==> src/rtl/weight_loader.sv <==
// Unpacks 32-bit packed weight words into two sequential 16-bit weight-memory writes,
// with a range check on each load and a one-cycle completion pulse.
module weight_loader #(
    parameter int MAX_WEIGHT_NUM = 8010,
    parameter int ADDR_W         = 16
) (
    input  logic              clk,
    input  logic              rst,
    input  logic              start,
    input  logic [ADDR_W-1:0] weight_count,
    input  logic [ADDR_W-1:0] base_addr,
    input  logic              in_valid,
    input  logic [31:0]       in_data,
    output logic              in_ready,
    output logic              write_weight_signal,
    output logic [ADDR_W-1:0] write_weight_addr,
    output logic [15:0]       write_weight_data,
    output logic              busy,
    output logic              done,
    output logic              error
);

    typedef enum logic [2:0] {
        IDLE  = 3'd0,
        FETCH = 3'd1,
        WR_LO = 3'd2,
        WR_HI = 3'd3,
        DONE  = 3'd4
    } state_t;

    localparam logic [ADDR_W:0] MAX_END = (ADDR_W+1)'(MAX_WEIGHT_NUM);

    state_t            state_r;
    logic [ADDR_W-1:0] cur_addr_r;
    logic [ADDR_W-1:0] remaining_r;
    logic [15:0]       hold_hi_r;
    logic [ADDR_W:0]   end_sum_s;
    logic              reject_s;

    // One extra bit so base+count cannot wrap past the memory depth check.
    assign end_sum_s = {1'b0, base_addr} + {1'b0, weight_count};
    assign reject_s  = (weight_count == ADDR_W'(0)) || (end_sum_s > MAX_END);

    // Load sequencer; every output is a register updated alongside the next state.
    always_ff @(posedge clk) begin
        if (rst) begin
            state_r             <= IDLE;
            cur_addr_r          <= ADDR_W'(0);
            remaining_r         <= ADDR_W'(0);
            hold_hi_r           <= 16'd0;
            in_ready            <= 1'b0;
            write_weight_signal <= 1'b0;
            write_weight_addr   <= ADDR_W'(0);
            write_weight_data   <= 16'd0;
            busy                <= 1'b0;
            done                <= 1'b0;
            error               <= 1'b0;
        end else begin
            case (state_r)
                IDLE: begin
                    if (start) begin
                        if (reject_s) begin
                            error   <= 1'b1;
                            done    <= 1'b1;
                            state_r <= DONE;
                        end else begin
                            error       <= 1'b0;
                            cur_addr_r  <= base_addr;
                            remaining_r <= weight_count;
                            in_ready    <= 1'b1;
                            busy        <= 1'b1;
                            state_r     <= FETCH;
                        end
                    end else begin
                        state_r <= IDLE;
                    end
                end
                FETCH: begin
                    if (in_valid) begin
                        hold_hi_r           <= in_data[31:16];
                        in_ready            <= 1'b0;
                        write_weight_signal <= 1'b1;
                        write_weight_addr   <= cur_addr_r;
                        write_weight_data   <= in_data[15:0];
                        state_r             <= WR_LO;
                    end else begin
                        state_r <= FETCH;
                    end
                end
                WR_LO: begin
                    cur_addr_r  <= cur_addr_r + ADDR_W'(1);
                    remaining_r <= remaining_r - ADDR_W'(1);
                    if (remaining_r == ADDR_W'(1)) begin
                        // Odd count: the high half of the last word is dropped here.
                        write_weight_signal <= 1'b0;
                        write_weight_addr   <= ADDR_W'(0);
                        write_weight_data   <= 16'd0;
                        busy                <= 1'b0;
                        done                <= 1'b1;
                        state_r             <= DONE;
                    end else begin
                        write_weight_addr <= cur_addr_r + ADDR_W'(1);
                        write_weight_data <= hold_hi_r;
                        state_r           <= WR_HI;
                    end
                end
                WR_HI: begin
                    cur_addr_r          <= cur_addr_r + ADDR_W'(1);
                    remaining_r         <= remaining_r - ADDR_W'(1);
                    write_weight_signal <= 1'b0;
                    write_weight_addr   <= ADDR_W'(0);
                    write_weight_data   <= 16'd0;
                    if (remaining_r == ADDR_W'(1)) begin
                        busy    <= 1'b0;
                        done    <= 1'b1;
                        state_r <= DONE;
                    end else begin
                        in_ready <= 1'b1;
                        state_r  <= FETCH;
                    end
                end
                DONE: begin
                    done    <= 1'b0;
                    state_r <= IDLE;
                end
                default: begin
                    in_ready            <= 1'b0;
                    write_weight_signal <= 1'b0;
                    write_weight_addr   <= ADDR_W'(0);
                    write_weight_data   <= 16'd0;
                    busy                <= 1'b0;
                    done                <= 1'b0;
                    state_r             <= IDLE;
                end
            endcase
        end
    end

endmodule

==> config.mk <==
export PLATFORM = sky130hd
export DESIGN_NAME = weight_loader
export DESIGN_NICKNAME = d
export VERILOG_FILES = /design/src/rtl/weight_loader.sv
export SDC_FILE = /design/constraint.sdc
export NUM_CORES = 1
export LEC_CHECK = 0
export BUFFER_PORTS_ARGS = -buffer_cell sky130_fd_sc_hd__buf_2
export CAP_MARGIN = 20
export CORE_MARGIN = 5
export CORE_UTILIZATION = 50
export CTS_CLUSTER_DIAMETER = 50
export DETAILED_ROUTE_END_ITERATION = 7
export HOLD_SLACK_MARGIN = 0.02
export MAX_ROUTING_LAYER = met4
export PLACE_DENSITY = 0.72
export SLEW_MARGIN = 10
export SYNTH_ARGS = -nofsm -noshare
export SYNTH_HDL_FRONTEND = slang
export SYNTH_SLANG_ARGS = --single-unit
export TNS_END_PERCENT = 50
==> constraint.sdc <==
create_clock -name clk -period 3.7 [get_ports clk]
set_clock_uncertainty 0.15 [all_clocks]
set_input_delay 0.74 -clock clk [delete_from_list [all_inputs] [get_ports clk]]
set_output_delay 0.74 -clock clk [all_outputs]
set_load 0.03 [all_outputs]
==> summary.md <==
| Metric | Value |
|---|---|
| Outcome | `finished clean` |
| Crit share post-route | `0.931` |
| CTS max path bufs | `2` |
| Drc violations | `0` |
| Power Density | `317 nW/um^2` |
| Maximum fanout along the worst path | `11` |
| # fillers | `1,005` |
| I/O Buffers | `between 100 and 150` |
| Synthesized Nets | `795` |
| Antenna violations before repair | `0` |
| Distinct cells, synth | `between 70 and 80` |
| Total core area | `roughly 11,000 um^2` |
| Final Hold Fails | `0` |
| Synth Area per Inst | `7.72 um^2` |
| Area grow syn2layout | `20.1%` |
| Post-Synth Simple-Gate Area | `0.247` |
| CTS tree | `yes` |
| Hpwl dp | `12,800 um` |
| Hold Buf Count CTS | `0` |
| Post-synth top area cell | `dfxtp_1` |
| Clock power share | `0.281` |
| N_diodes | `0` |
| Routed vias | `5,894` |
| Fraction of layout cells with a size suffix above 1 | `0.232` |
| Switching Share | `0.316` |
| Vias in the first global route | `between 5,000 and 6,000` |
| Yosys warning total | `0` |
| Die W | `114 um` |
| Root Driver | `clkbuf_8` |
| Placed Cells | `960` |
| Post-synth ARST share | `0` |
| GRT Total Usage | `0.266` |
| Mapped cell area | `around 5500 um^2` |
| Max-Slew Margin vs Limit | `0.440` |
| Final Util | `0.610` |
| Comb power frac | `0.241` |
| PostCTS Resize Cnt | `0` |
| Share of the synthesized area in the top cell type | `0.323` |
| Nets | `919` |
| Vias/cell | `6.05` |
| WP data required | `3800 ps` |
| Sequential share of the synthesized area | `0.323` |
| Die Y | `114 um` |
| Top-level I/O count | `105` |
| Slew @ Worst Pin | `~840 ps` |
| Largest family of logic cells by synthesized area | `compound AO/OA/AOI/OAI gates` |
| Finished Layout Cells | `approximately 980` |
| Crit Path Class | `in -> reg` |
| CTS sink count | `88` |
| Post-Route WL | `approximately 17,000 um` |
| Clock-pin slew of the registers on the worst-case setup and hold paths | `80 ps` |
| Psw | `around 0.66 mW` |
| Detail Route Antenna Nets | `0` |
| Final Max Slew Viols | `0` |
| Rows | `38` |
| Total power | `2.07 mW` |
| Total CTS buffers | `9` |
| DR pass1 iterations | `7` |
| Gr ovfl total | `0` |
| Commonest non-fill, non-tap cell in the layout | `buf_2` |
| CP Cell Sequence | `buf_2 -> ha_1 -> inv_1 -> fa_1 -> nand2b_1 -> a211o_1 -> a211o_2 -> a21oi_4 -> mux2_2 -> nand3_1 -> buf_4 -> nor3_1 -> a211oi_1` |
| Area contributors post-synth | `dfxtp_1 (32%), a21oi_1 (6.6%), nand2_1 (5.4%)` |
| Number of synthesized flops with an enable pin | `0` |
| Multi-input logic area | `3470 um^2` |
| Setup crit end kind | `register` |
| Unrepaired setup endpoints after global routing | `no` |
| Worst-Skew Late Latency | `roughly 360 ps` |
| Adder-Cell Fraction of Synth Area | `0.0472` |
| Die ar. | `13,100 um^2` |
| Endpoints failing setup | `0` |
| Max-cap violations | `0` |
| Synth Flop Type | `dfxtp_1` |
| CP peak stage delay | `380 ps` |
| Largest net degree at the start of global routing | `79` |
| CP arrival | `around 3600 ps` |
| Max frequency | `around 0.29 GHz` |
| Mux share of post-synthesis cell area | `0.00826` |
| Setup TNS | `0 ps` |
| Register Area | `1760 um^2` |
| Min Clock Period, post-route | `3440 ps` |
| P_int | `1.42 mW` |
| Initial DRC Count | `442` |
| WHS | `308 ps` |
| Synth Area in Compound Gates | `0.302` |
| Initial Util | `0.508` |
| Leak pwr | `2.63 nW` |
| First-pass GRT wire length | `27,600 um` |
| H-tree lvl count | `3` |
| #FFs+latches synth | `88` |
| Worst IR drop on VDD | `0.239 mV` |
| Hold Crit Class | `reg -> reg` |
| Xor-xnor portion of the synthesized cell area | `0.0305` |
| Post-CTS Setup Repair Bufs | `0` |
| Most frequent cells in the layout | `buf_2 (104), dfxtp_1 (88), nand2_1 (79), a21oi_1 (71), nor2_1 (65)` |
| Setup crit start kind | `input pin` |
| Routed len/inst | `17.5 um` |
| Flop pwr share | `0.479` |
| Worst path slowest cell | `fa_1` |
| Routability cong. | `about 0.99` |
| Synth Instances | `707` |
-- critical path, delay by kind of cell --
family / cells / cell delay, ps
mux: 1 / 380
simple gates: 3 / 340
buf+inv: 3 / 370
fa+ha+maj: 2 / 570
compound gates: 4 / 1150
-- kinds of logic after synthesis --
logic type | count (synthesis)
compound gates | 243
xor+xnor | 19
fa+ha+maj | 20
buf+inv | 57
flops | 88
mux | 4
simple gates | 276
-- layer usage --
metal  vias up  GRT usage  wire (um)
met5         -          -          0
met4         0     0.0673        298
met3        23     0.0433        931
met2       201      0.422       7970
met1      2793      0.355       7810
li1       2877          -          -
-- stage by stage --
stage,setup slack [ps],cell area [um^2]
floorplan,172,5460
global placement,34.8,6390
detailed placement,-53.3,6390
CTS,283,6550
global route,136,6550
finish,255,6550
-- final timing paths --
kind              cells past startpoint                            to  slack (ps)                       from
setup / recovery                     13    cur_addr_r[4]$_SDFFE_PP0P_         260            weight_count[0]
hold / removal                        2     hold_hi_r[1]$_SDFFE_PP0P_         310  hold_hi_r[1]$_SDFFE_PP0P_
setup reg to reg                      6  remaining_r[14]$_SDFFE_PP0P_        1020      state_r[1]$_SDFF_PP0_
hold reg to reg                       2     hold_hi_r[1]$_SDFFE_PP0P_         310  hold_hi_r[1]$_SDFFE_PP0P_
-- Yosys cell counts, types with 7 or more instances --
cell      count
a21oi_1      72
dfxtp_1      88
nor2_1       67
xnor2_1      13
ha_1         19
nor2b_1      12
o21a_1        7
a22oi_1      24
a211oi_1     20
a41oi_1       9
nand3_1      21
inv_1        12
and3_1        8
a22o_1       17
nand4_1      12
clkbuf_1     36
nor4_1       10
nand2_1      79
nor3_1       35
o21ai_0      38
-- registers in the layout, summed over array words and instances, names as in the netlist --
| signal | cells |
|---|---|
| done | 1 |
| write_weight_addr | 16 |
| cur_addr_r | 16 |
| state_r | 3 |
| write_weight_data | 16 |
| remaining_r | 16 |
| in_ready | 1 |
| hold_hi_r | 16 |
| write_weight_signal | 1 |
| error | 1 |
| busy | 1 |
-- layout make-up --
type / instances / area share
inverter: 13 / 0.00745
clock inverter: 5 / 0.00535
tap: 140 / 0.0267
multi-input combinational: 562 / 0.530
timing repair buffer: 157 / 0.142
clock buffer: 10 / 0.0195
sequential: 88 / 0.269
-- power groups by stage --
stage	clock network, mW	registers (mW)	logic, mW
floorplan	0	1.01	0.293
global placement	0	1.01	0.482
detailed placement	0	1.01	0.490
CTS	0.593	0.992	0.493
global route	0.630	0.996	0.544
finish	0.583	0.993	0.499
(Power assumes the default switching activity.)
